===== src/rtl/scene_sequencer.sv =====
// scene_sequencer: frame-rate scene controller driven by VGA vertical sync.
// Derives one tick per frame from v_sync and walks each scene through
// fade-in, hold and fade-out, exporting scene index and 2-bit brightness.
// Optional feature macro: SCENE_SEQ_FADE_EN. When undefined, fade is fixed
// at full brightness and each scene is a single hold phase.
module scene_sequencer #(
  parameter int   NUM_SCENES  = 4,
  parameter int   HOLD_FRAMES = 120,
  parameter int   FADE_STEP   = 8,
  parameter logic VSYNC_POL   = 1'b0,
  localparam int  SW          = (NUM_SCENES > 2) ? $clog2(NUM_SCENES) : 1
) (
  input  logic          clk,
  input  logic          rst,
  input  logic          v_sync,
  input  logic          pause,
  input  logic          skip,
  output logic [SW-1:0] scene,
  output logic [1:0]    fade,
  output logic [7:0]    frame_count,
  output logic          scene_start
);

  localparam logic [7:0]    HOLD_LAST  = 8'(HOLD_FRAMES - 1);
  localparam logic [SW-1:0] SCENE_LAST = SW'(NUM_SCENES - 1);

  // Reject parameter values the counters cannot represent.
  if (NUM_SCENES < 2 || HOLD_FRAMES < 1 || HOLD_FRAMES > 255 ||
      FADE_STEP < 1 || FADE_STEP > 255) begin : g_bad_param
    $error("scene_sequencer: parameter out of range");
  end

  logic          vs_prev;
  logic          tick;
  logic          step;
  logic          skip_pending;
  logic          skip_eff;
  logic [SW-1:0] scene_inc;
  logic [SW-1:0] scene_next;
  logic [7:0]    fc_next;
  logic          start_next;

  // A tick is the first cycle of the active sync level; a paused tick is dropped.
  assign tick      = (v_sync == VSYNC_POL) && (vs_prev != VSYNC_POL);
  assign step      = tick && !pause;
  assign skip_eff  = skip_pending || skip;
  assign scene_inc = (scene == SCENE_LAST) ? '0 : scene + 1'b1;

  // Previous v_sync resets to the active level so reset release cannot tick.
  always_ff @(posedge clk or posedge rst) begin
    if (rst) vs_prev <= VSYNC_POL;
    else     vs_prev <= v_sync;
  end

  // Skip request latch: held across paused ticks, consumed by an accepted tick.
  always_ff @(posedge clk or posedge rst) begin
    if (rst)       skip_pending <= 1'b0;
    else if (step) skip_pending <= 1'b0;
    else if (skip) skip_pending <= 1'b1;
  end

`ifdef SCENE_SEQ_FADE_EN
  localparam logic [1:0] ST_FADE_IN  = 2'd0;
  localparam logic [1:0] ST_HOLD     = 2'd1;
  localparam logic [1:0] ST_FADE_OUT = 2'd2;
  localparam logic [7:0] STEP_LAST   = 8'(FADE_STEP - 1);

  logic [1:0] state;
  logic [1:0] state_next;
  logic [1:0] fade_next;

  // Phase sequencing; everything advances only on an accepted frame tick.
  always_comb begin
    state_next = state;
    scene_next = scene;
    fade_next  = fade;
    fc_next    = frame_count;
    start_next = 1'b0;
    if (step) begin
      case (state)
        ST_FADE_IN: begin
          if (skip_eff) begin
            state_next = ST_FADE_OUT;
            fc_next    = 8'd0;
          end else if (frame_count == STEP_LAST) begin
            fade_next = fade + 2'd1;
            fc_next   = 8'd0;
            if (fade == 2'd2) state_next = ST_HOLD;
          end else begin
            fc_next = frame_count + 8'd1;
          end
        end
        ST_HOLD: begin
          if (skip_eff || frame_count == HOLD_LAST) begin
            state_next = ST_FADE_OUT;
            fc_next    = 8'd0;
          end else begin
            fc_next = frame_count + 8'd1;
          end
        end
        ST_FADE_OUT: begin
          if (frame_count == STEP_LAST) begin
            fade_next = fade - 2'd1;
            fc_next   = 8'd0;
            if (fade == 2'd1) begin
              state_next = ST_FADE_IN;
              scene_next = scene_inc;
              start_next = 1'b1;
            end
          end else begin
            fc_next = frame_count + 8'd1;
          end
        end
        default: begin
          state_next = ST_FADE_IN;
          fade_next  = 2'd0;
          fc_next    = 8'd0;
        end
      endcase
    end
  end

  // Output and phase registers.
  always_ff @(posedge clk or posedge rst) begin
    if (rst) begin
      state       <= ST_FADE_IN;
      scene       <= '0;
      fade        <= 2'd0;
      frame_count <= 8'd0;
      scene_start <= 1'b0;
    end else begin
      state       <= state_next;
      scene       <= scene_next;
      fade        <= fade_next;
      frame_count <= fc_next;
      scene_start <= start_next;
    end
  end
`else
  // Full brightness always; each scene is a single hold phase.
  assign fade = 2'd3;

  // Hold counting; the last hold frame or a skip advances the scene directly.
  always_comb begin
    scene_next = scene;
    fc_next    = frame_count;
    start_next = 1'b0;
    if (step) begin
      if (skip_eff || frame_count == HOLD_LAST) begin
        scene_next = scene_inc;
        fc_next    = 8'd0;
        start_next = 1'b1;
      end else begin
        fc_next = frame_count + 8'd1;
      end
    end
  end

  // Output registers.
  always_ff @(posedge clk or posedge rst) begin
    if (rst) begin
      scene       <= '0;
      frame_count <= 8'd0;
      scene_start <= 1'b0;
    end else begin
      scene       <= scene_next;
      frame_count <= fc_next;
      scene_start <= start_next;
    end
  end
`endif

endmodule


===== config.mk =====
export PLATFORM = sky130hd
export DESIGN_NAME = scene_sequencer
export DESIGN_NICKNAME = d
export VERILOG_FILES = /design/src/rtl/scene_sequencer.sv
export SDC_FILE = /design/constraint.sdc
export NUM_CORES = 1
export LEC_CHECK = 0
export BUFFER_PORTS_ARGS = -buffer_cell sky130_fd_sc_hd__clkbuf_2
export CORE_AREA = 2 2 39 41
export CTS_BUF_LIST = sky130_fd_sc_hd__clkbuf_8
export CTS_CLUSTER_DIAMETER = 40
export DETAILED_ROUTE_END_ITERATION = 10
export DIE_AREA = 0 0 41 43
export PLACE_DENSITY = 0.73
export SLEW_MARGIN = 20
export SYNTH_ARGS = -nofsm -noshare
export SYNTH_HDL_FRONTEND = slang
export SYNTH_SLANG_ARGS = --single-unit
export TNS_END_PERCENT = 20

===== constraint.sdc =====
create_clock -name clk -period 3.65 [get_ports clk]
set_input_delay 0.365 -clock clk [delete_from_list [all_inputs] [get_ports clk]]
set_output_delay 0.365 -clock clk [all_outputs]
set_load 0.005 [all_outputs]

# Word level (Yosys, flattened, before mapping)
# Cells that the tools add are included.
# W data, S select, Z words.
# totals
regBits	13
out_inout_bits	13
# classes
n_addsub	2
eq_ne	2
n_mux	6
n_bitwise	1
reduce_logical	7
# op_table
cell	count
$add A8 B1 Y8 const B	1
$eq A8 B7 Y1 const B	1
$mux W8	1
$mux W1	4
$add A2 B1 Y2 const B	1
$eq A2 B2 Y1 const B	1
$logic_and A1 B1 Y1	2
$logic_or A1 B1 Y1	2
$mux W2	1
$reduce_and A2 Y1	1
$reduce_bool A2 Y1	1
$logic_not A1 Y1	1
$not A1 Y1	1

# Longest topological paths before layout
# Gate-level depths: netlist of run 1.
# logic_depth
ltp_word	4
ltp_mapped	5
mapped_depth_nobuf	4

# Worst setup path before layout of run 1
# Ideal clock, no wire load.
# synth_timing
path_kind	input to register
startpoint	input v_sync
endpoint	register frame_count[7]
arrival_ns	1.709
path_slack_ns	1.863
stages	5
n_path_buf	1
path_cell_list	or3b_1 -> buf_6 -> or3_4 -> or3_1 -> a21oi_1
# synth_via
elab_chain_cells	3
# synth_rtl
item	line_no	rtl
from (decl)	15	input logic v_sync,
$not A1 Y1	44	assign tick = (v_sync == VSYNC_POL) && (vs_prev != VSYNC_POL);
$logic_and A1 B1 Y1	44	
$logic_and A1 B1 Y1	45	assign step = tick && !pause;
to (signal assigned)	167	frame_count <= fc_next;
to (decl)	20	output logic [7:0] frame_count,
# Every way passes these cells.
# A chain may end at the register's enable or synchronous reset.

# Worst setup path after layout of run 1
# layout_timing
startpoint	register frame_count[2]
endpoint	register scene[1]
# layout_via
elab_chain_cells	3
# layout_rtl
item	line_no	rtl
$eq A8 B7 Y1	149	if (skip_eff || frame_count == HOLD_LAST) begin
$logic_or A1 B1 Y1	149	
$reduce_and A2 Y1 (no line)	-	
to (signal assigned)	166	scene <= scene_next;
to (decl)	18	output logic [SW-1:0] scene,
# Every way passes these cells.

==> results of run 1 <==
-- path summary, 6_finish.rpt --
kind	end	slack, ns
worst max-delay path	scene[1]$_DFFE_PP0P_	1.77
worst min-delay path	frame_count[6]$_DFFE_PP0P_	0.12
worst max register to register	scene[1]$_DFFE_PP0P_	1.77
worst min register to register	scene[1]$_DFFE_PP0P_	0.54
max in group asynchronous	scene[1]$_DFFE_PP0P_	3.20
min in group clk	vs_prev$_DFF_PP0_	0.26
-- metrics by stage --
step	util [%]	setup WS [ns]
finish	55.97	1.770
CTS	55.97	1.749
global placement	52.71	1.732
detailed placement	52.71	1.702
floorplan	-	1.863
global route	55.97	1.642
-- cells in the final DEF (no fill, tap or decap) --
master	netlist	routed
ha_1	3	3
xor2_1	1	1
nand3b_1	1	1
dfrtp_1	13	13
clkbuf_8	0	3
conb_1	1	2
nor3b_1	1	1
nand3_1	5	5
nand4_1	2	2
o21ai_0	3	3
a311oi_2	1	1
nand4b_1	2	2
or3b_1	1	1
nand2b_1	1	1
clkbuf_2	0	15
o311ai_0	1	1
or3_4	1	1
and2_1	1	1
or3_1	1	1
inv_1	2	3
mux2_2	2	2
nand2_1	7	7
o22ai_1	2	2
nor4bb_1	1	1
a21oi_1	2	2
nor2_1	5	5
-- cells in the mapped netlist (all sizes together) --
cell	number	area, µm²
and2	1	6.260
buf	4	33.78
nor2	5	18.77
o311ai	1	8.760
ha	3	37.54
inv	2	7.510
o22ai	2	12.51
or3	2	17.52
nand2b	1	6.260
dfrtp	13	325.3
a21oi	2	10.01
or3b	1	8.760
nand3	5	25.02
nand3b	1	7.510
nand4b	2	17.52
o21ai	3	15.01
nand2	7	26.28
nor4bb	1	10.01
nor3b	1	7.510
conb	1	3.750
nand4	2	12.51
xor2	1	8.760
mux2	2	22.52
a311oi	1	15.01
-- registers in the layout, indices dropped and copies added, names as in the netlist --
name	count
frame_count	8
scene	2
scene_start	1
skip_pending	1
vs_prev	1
-- per-layer routing --
metal / share of wire, % / track usage [%]
met5: 0 / 0
met2: 44 / 20.63
met4: 4.7 / 16.00
met3: 3.5 / 3.141
met1: 48 / 22.26
-- critical path: cells and delay by family (launching register included) --
| family | cells | cell delay (ns) |
|---|---|---|
| AO/OA/AOI/OAI | 1 | 0.23 |
| flip-flops | 1 | 0.49 |
| multiplexers | 1 | 0.38 |
| AND/OR/NAND/NOR | 2 | 0.66 |
-- power by group --
group / internal [W] / switching (W)
clock network: 0.0000741 / 0.0000489
registers: 0.000159 / 0.0000125
logic: 0.0000263 / 0.0000219
-- area by class of cell --
type	count	area [µm²]
clock buffer	3	41.29
clock inverter	1	3.754
fill	140	609.3
inverter	2	7.507
multi-input combinational	46	301.5
sequential	13	325.3
tap	16	20.02
timing repair buffer	15	75.07
-- cell families after synthesis --
family	after synthesis	synth area share [%]
flip-flops	13	48.96
adder cells (fa/ha/maj)	3	5.650
buffers and inverters	6	6.215
AND/OR/NAND/NOR	29	24.67
XOR/XNOR	1	1.319
other	1	0.5644
AO/OA/AOI/OAI	9	9.227
multiplexers	2	3.390
==> metrics.txt, run 1 <==
Detailed Route WL=around 1.2 mm; Peak VDD IR=0.2883 mV; # hold bufs at CTS=0; final instance area=approximately 770 µm²; Layout Cells excl Fill=between 90 and 100; Ports=18; Pwr Total=roughly 0.00034 W; overall routing resource usage=16.48%; CP cell instances=nor4bb_1, a311oi_2, nor2_1, mux2_2; residual DRC count=0; post-CTS setup buffer count=0; final setup vio count=0; CORE AREA=~1400 µm²; Inserted Diodes=0; syn avg cell area=10.38 µm²; Initial Util=~48%; Die H=43 µm; post-DR wirelength/cell=approximately 12 µm; final hold vios=0; FF+latch count, synth=13; Hold Path Class=primary input to asynchronous set/reset pin; Num Clock Sinks=13; PostCTS Resize Cnt=0; Worst Skew=around 0.003 ns; worst reg2reg path startpoint=frame_count[2]$_DFFE_PP0P_; clk buf depth=2; Critical Path Max Stage Delay=around 0.5 ns; CP arrival=2.00 ns; drt pass-1 iters=4; Seq/Total Area, Yosys=~50%; antenna violations before repair=0; Synth Instances=between 60 and 70; clk slew on worst S/H paths=~0.050 ns; setup TNS=0 ns; number of global-route vias before repair=between 400 and 500; Die ar.=roughly 1800 µm²; H-tree depth=1; largest net degree at the start of global routing=14; vias=around 520; total CTS buffers=3; fmax=~0.53 GHz; port bufs=15; yosys warns=0; Worst Setup SP=frame_count[2]$_DFFE_PP0P_; Max FO, Critical Path=10; Pins Over Slew Limit=0; dpl hpwl=approximately 850 µm; max_cap viols=0; Req. time, crit path=between 3 and 4 ns; status=complete, no violations; Root Buffer=clkbuf_8; power per cell area=442.7 nW/µm²; Final Wtd Congestion=between 0.8 and 0.9; Fin Hold WS=0.1180 ns; global-route wire length before repair=1.849 mm; Worst path slowest cell=dfrtp_1; Final ANT Viol Nets=0; Congestion Overflow GR=0; Tcrit/Tclk final=just over 50%; reg2reg path depth=4; Crit Path Class=register to register; Worst setup EP type=register; CTS tree=built; RSZ-0062 raised after global routing=false; Clk Latency, worst-skew pair=roughly 0.24 ns; layout cells sized above 1=between 20% and 30%; minimum clock period=approximately 1.9 ns; initial drt markers=3; DR vias/cell=around 5.4; Placement Cell Area=between 700 and 800 µm²; synthesized area=664.4 µm²; Worst Setup Start Kind=register; Pleak=0.3717 nW; Area growth syn-to-layout=16.57%; # rows=14; Nets=between 80 and 90; die width=a little over 40 µm; placed insts=92; Netlist cell types=26
Note: power is estimated with default switching activity, not from simulation.
==> run 2, diff against run 1 <==
==> constraint.sdc (replaced) <==
create_clock -name clk -period 1.95 [get_ports clk]
set_input_delay 0.195 -clock clk [delete_from_list [all_inputs] [get_ports clk]]
set_output_delay 0.195 -clock clk [all_outputs]
set_load 0.005 [all_outputs]
==> metrics.txt, run 2 (same netlist as run 1, synthesis figures left out) <==
vias=565 (was 519); Buf+Inv Stages, Crit Path=0 (unchanged); Req. time, crit path=2.08 ns (was 3.77 ns); # rows=14 (unchanged); final hold vios=0 (unchanged); Inserted Diodes=0 (unchanged); combinational fraction of design power=16.1% (was 14.1%); Pins Over Slew Limit=0 (unchanged); Die H=43 µm (unchanged); max reg flops=8 (unchanged); layout cells sized above 1=32.18% (was 27.50%); Slew headroom=65.35%; placed insts=98 (was 92); setup TNS=0 ns (unchanged); Layout Cells excl Fill=103 (was 96); Tcrit/Tclk final=92.49% (was 51.52%); number of global-route vias before repair=559 (was 436); PostCTS Resize Cnt=0 (unchanged); CP arrival=1.93 ns (was 2.00 ns); dpl hpwl=1.036 mm (was 847.2 µm); initial drt markers=17 (was 3); Crit Path Class=register to register (unchanged); Worst setup EP type=register (unchanged); total CTS buffers=3 (unchanged); CORE AREA=1384 µm² (unchanged); register area=325.3 µm² (unchanged); filler cell count=123 (was 140); area of the multi-input gates=301.5 µm² (unchanged); largest net degree at the start of global routing=14 (unchanged); Peak VDD IR=0.3892 mV (was 0.2883 mV); Worst path slowest cell=dfrtp_1 (unchanged); Worst Setup Start Kind=register (unchanged); CP cell instances=nor4bb_1, a311oi_2, nor2_1, mux2_2 (unchanged); drt pass-1 iters=6 (was 4); Root Buffer=clkbuf_8 (unchanged); commonest cells after routing, fill and taps aside=clkbuf_2, dfrtp_1, nand2_1, buf_4 (was clkbuf_2, dfrtp_1, nand2_1, nand3_1, nor2_1); Congestion Overflow GR=0 (unchanged); Max FO, Critical Path=7 (was 10); Clk Latency, worst-skew pair=0.24 ns (about the same); clk buf depth=2 (unchanged); status=complete, no violations (unchanged); Die ar.=1763 µm² (unchanged); Largest regs=frame_count: 8 flops, scene: 2 flops (unchanged); clock share of power=35.7% (was 35.9%); Critical Path Max Stage Delay=0.44 ns (was 0.49 ns); final setup vio count=0 (unchanged); CTS tree=built (unchanged); die width=41 µm (unchanged); minimum clock period=1.804 ns (was 1.880 ns); clk slew on worst S/H paths=0.06 ns (was 0.05 ns); Pleak=0.4059 nW (was 0.3717 nW); antenna violations before repair=0 (unchanged); Final Wtd Congestion=0.8514 (was 0.8244); H-tree depth=1 (unchanged); max_cap viols=0 (unchanged); fmax=0.5545 GHz (was 0.5318 GHz); critical path's top delay family=simple AND/OR/NAND/NOR gates (unchanged); overall routing resource usage=19.16% (was 16.48%); DR vias/cell=5.485 (was 5.406); Worst Skew=0.004786 ns (was 0.003082 ns); worst slew pin tran=just over 0.5 ns; Sequential Power Share=48.2% (was 50.0%); Num Clock Sinks=13 (unchanged); Finished Core Util=59.95% (was 55.97%); Area growth syn-to-layout=24.86% (was 16.57%); Int Pwr=0.0004942 W (was 0.0002596 W); power per cell area=799.2 nW/µm² (was 442.7 nW/µm²); Sw Pwr=0.0001687 W (was 0.00008333 W); switching power share of the total=25.45% (was 24.30%); Largest Register=frame_count (unchanged); RSZ-0062 raised after global routing=false (unchanged); global-route wire length before repair=2.249 mm (was 1.849 mm); Ports=18 (unchanged); Detailed Route WL=1.381 mm (was 1.154 mm); Hold Path Class=primary input to register (was primary input to asynchronous set/reset pin); post-CTS setup buffer count=0 (unchanged); post-DR wirelength/cell=13.41 µm (was 12.02 µm); Nets=96 (was 89); leading cell type in the layout, fill and taps excluded=clkbuf_2 (unchanged); Initial Util=48.01% (unchanged); residual DRC count=0 (unchanged); port bufs=15 (unchanged); Final ANT Viol Nets=0 (unchanged)
==> run 2: worst paths after layout <==
| kind | from | to | slack (ns) | cells past startpoint |
|---|---|---|---|---|
| worst max-delay path | frame_count[3]$_DFFE_PP0P_ | scene[1]$_DFFE_PP0P_ | 0.15 | 4 |
| worst min-delay path | v_sync | vs_prev$_DFF_PP0_ | 0.09 | 1 |
| worst max register to register | frame_count[3]$_DFFE_PP0P_ | scene[1]$_DFFE_PP0P_ | 0.15 | 4 |
| worst min register to register | scene[1]$_DFFE_PP0P_ | scene[1]$_DFFE_PP0P_ | 0.55 | 1 |
| max in group asynchronous | rst | frame_count[1]$_DFFE_PP0P_ | 1.12 | 3 |
| min in group asynchronous | rst | frame_count[5]$_DFFE_PP0P_ | 0.50 | 3 |
==> run 2: stage by stage <==
stage	area, µm²	worst slack, ns	hold WS (ns)	total power [W]
2_1_floorplan	668.1	0.2497	0.07196	0.0003832
3_3_place_gp	774.5	0.2947	0.2184	0.0004242
3_5_place_dp	774.5	0.1515	0.2255	0.0004341
4_1_cts	829.5	0.1523	0.08502	0.0006712
5_1_grt	829.5	0.009726	0.08260	0.0007073
6_report	829.5	0.1464	0.08826	0.0006630
==> run 2: layout make-up <==
type	instances	share of cell area, %
tap	16	2.413
inverter	2	0.9050
sequential	13	39.22
clock buffer	3	4.977
clock inverter	1	0.4525
multi-input combinational	46	36.35
timing repair buffer	22	15.69
==> run 2: what timing repair did <==
item	CTS	global route
hold buffers	1	0
endpoints found under the hold margin	13	0
endpoints found under the setup margin	0	0
==> run 2: worst register-to-register path, cell delays in order, from the launching register on <==
cell and delay (ns):
dfrtp_1 0.44, nor4bb_1 0.41, a311oi_2 0.25, nor2_1 0.24, mux2_2 0.36
==> run 2: layer usage <==
metal  vias up  part of all wire [%]  global-route usage (%)
met5         -                     0                       0
met4         0                   1.6                   10.00
met3         4                   5.1                   4.712
met2        17                    51                   30.63
met1       270                    42                   22.30
li1        274                     -                       -
==> run 2: power groups by stage <==
stage               Sequential, W  Clock, W  Combinational [W]
floorplan                0.000327         0          0.0000564
global placement         0.000323         0           0.000101
detailed placement       0.000325         0           0.000109
CTS                      0.000320  0.000240           0.000111
global route             0.000324  0.000258           0.000125
finish                   0.000319  0.000237           0.000107
==> run 3, diff against run 2 <==
--- a/config.mk
+++ b/config.mk
@@ -11,7 +11,7 @@
 export CTS_CLUSTER_DIAMETER = 40
 export DETAILED_ROUTE_END_ITERATION = 10
 export DIE_AREA = 0 0 41 43
-export PLACE_DENSITY = 0.73
+export PLACE_DENSITY = 0.76
 export SLEW_MARGIN = 20
 export SYNTH_ARGS = -nofsm -noshare
 export SYNTH_HDL_FRONTEND = slang
==> metrics.txt, run 3 (same netlist as run 1, synthesis figures left out) <==
Largest regs=frame_count: 8 flops, scene: 2 flops (unchanged); overall routing resource usage=19.92% (was 19.16%); post-CTS setup buffer count=0 (unchanged); Peak VDD IR=0.7283 mV (was 0.3892 mV); # rows=14 (unchanged); Die ar.=1763 µm² (unchanged); Worst Setup Start Kind=register (unchanged); final setup vio count=0 (unchanged); initial drt markers=10 (was 17); Fin Hold WS=0.08826 ns (about the same); Reg2Reg Setup Slack=0.09 ns (was 0.15 ns); Clk Latency, worst-skew pair=0.24 ns (about the same); Ports=18 (unchanged); layout cells sized above 1=35.23% (was 32.18%); fmax=0.5378 GHz (was 0.5545 GHz); final hold vios=0 (unchanged); power per cell area=790.4 nW/µm² (was 799.2 nW/µm²); CTS tree=built (unchanged); Inserted Diodes=0 (unchanged); Hold Path Class=primary input to register (unchanged); CP arrival=1.99 ns (was 1.93 ns); post-DR wirelength/cell=13.57 µm (was 13.41 µm); antenna violations before repair=0 (unchanged); H-tree depth=1 (unchanged); vias=575 (was 565); clk buf depth=2 (unchanged); minimum clock period=1.859 ns (was 1.804 ns); Max FO, Critical Path=7 (unchanged); Final ANT Viol Nets=0 (unchanged); Root Buffer=clkbuf_8 (unchanged); Reg-to-Reg End=scene[0]$_DFFE_PP0P_ (was scene[1]$_DFFE_PP0P_); Num Clock Sinks=13 (unchanged); max_cap viols=0 (unchanged); register area=325.3 µm² (unchanged); Pins Over Slew Limit=0 (unchanged); worst slew pin tran=0.5005 ns (was 0.5198 ns); worst reg2reg path startpoint=frame_count[3]$_DFFE_PP0P_ (unchanged); Slew headroom=66.60% (was 65.35%); dpl hpwl=1.017 mm (was 1.036 mm); max reg flops=8 (unchanged); drt pass-1 iters=4 (was 6); Nets=97 (was 96); commonest cells after routing, fill and taps aside=clkbuf_2, dfrtp_1, nand2_1, buf_4 (unchanged); die width=41 µm (unchanged); Detailed Route WL=1.411 mm (was 1.381 mm); Largest Register=frame_count (unchanged); largest net degree at the start of global routing=14 (unchanged); Congestion Overflow GR=0 (unchanged); Die H=43 µm (unchanged); clk slew on worst S/H paths=0.06 ns (about the same); Req. time, crit path=2.08 ns (about the same); Area growth syn-to-layout=27.12% (was 24.86%); Crit Path Class=register to register (unchanged); global-route wire length before repair=2.332 mm (was 2.249 mm); Pleak=0.4111 nW (was 0.4059 nW); total CTS buffers=3 (unchanged); CORE AREA=1384 µm² (unchanged); number of global-route vias before repair=542 (was 559); port bufs=15 (unchanged); filler cell count=122 (was 123); status=complete, no violations (unchanged); Worst setup EP type=register (unchanged); RSZ-0062 raised after global routing=false (unchanged); area of the multi-input gates=307.8 µm² (was 301.5 µm²); critical path capture point=scene[0]$_DFFE_PP0P_ (was scene[1]$_DFFE_PP0P_); Initial Util=48.01% (unchanged); DR vias/cell=5.529 (was 5.485); setup TNS=0 ns (unchanged); Final Wtd Congestion=0.8901 (was 0.8514); leading cell type in the layout, fill and taps excluded=clkbuf_2 (unchanged); Worst Setup SP=frame_count[3]$_DFFE_PP0P_ (unchanged); Worst Skew=0.002702 ns (was 0.004786 ns); residual DRC count=0 (unchanged); reg2reg path depth=5 (was 4); Tcrit/Tclk final=95.35% (was 92.49%)
==> run 3: worst min-delay path by stage <==
stage | from | to | cells after the start
after detailed placement | rst | scene_start$_DFF_PP0_ | 2
after global routing | v_sync | vs_prev$_DFF_PP0_ | 1
final | v_sync | vs_prev$_DFF_PP0_ | 1
after global placement | rst | scene_start$_DFF_PP0_ | 2
after CTS | v_sync | vs_prev$_DFF_PP0_ | 1
after floorplan | rst | frame_count[0]$_DFFE_PP0P_ | 1
==> run 3: what timing repair did <==
action | in CTS | in global routing
setup endpoints to repair | 0 | 2
gates resized for setup | 0 | 1
hold endpoints to repair | 13 | 0
hold buffers | 1 | 0
==> run 3: worst max-delay path: stages (launching register included) <==
cell,delay (ns)
dfrtp_1,0.46
nor4bb_2,0.35
a311oi_2,0.19
buf_4,0.18
nor2_1,0.21
mux2_2,0.37
==> run 3: routing by layer <==
metal / track usage (%) / share of wire [%] / vias to the layer above
li1: - / - / 273
met1: 27.21 / 44 / 277
met2: 28.44 / 50 / 19
met3: 3.141 / 3.8 / 6
met4: 12.00 / 2.3 / 0
met5: 0 / 0 / -
==> run 3: per-stage QoR <==
step / setup slack [ns] / total power (W) / std cells / instance area [µm²] / util, %
global route: 0.02594 / 0.0007149 / 104 / 844.6 / 61.03
CTS: 0.1141 / 0.0006764 / 104 / 838.3 / 60.58
floorplan: 0.2497 / 0.0003832 / 65 / 668.1 / -
detailed placement: 0.1321 / 0.0004312 / 99 / 782.0 / 56.51
finish: 0.09069 / 0.0006675 / 104 / 844.6 / 61.03
global placement: 0.2218 / 0.0004264 / 99 / 782.0 / 56.51
==> run 3: final cells by class <==
cell class,count,share of cell area [%]
Timing Repair Buffer,23,16.30
Clock inverter,1,0.5926
Multi-Input combinational cell,46,36.44
Tap cell,16,2.370
Clock buffer,3,4.889
Sequential cell,13,38.52
Inverter,2,0.8889
==> run 3: where the power goes <==
group          internal, W  switching (W)  leakage, nW
registers         0.000298      0.0000204        0.170
clock network     0.000141       0.000100       0.0255
logic            0.0000581      0.0000501        0.215
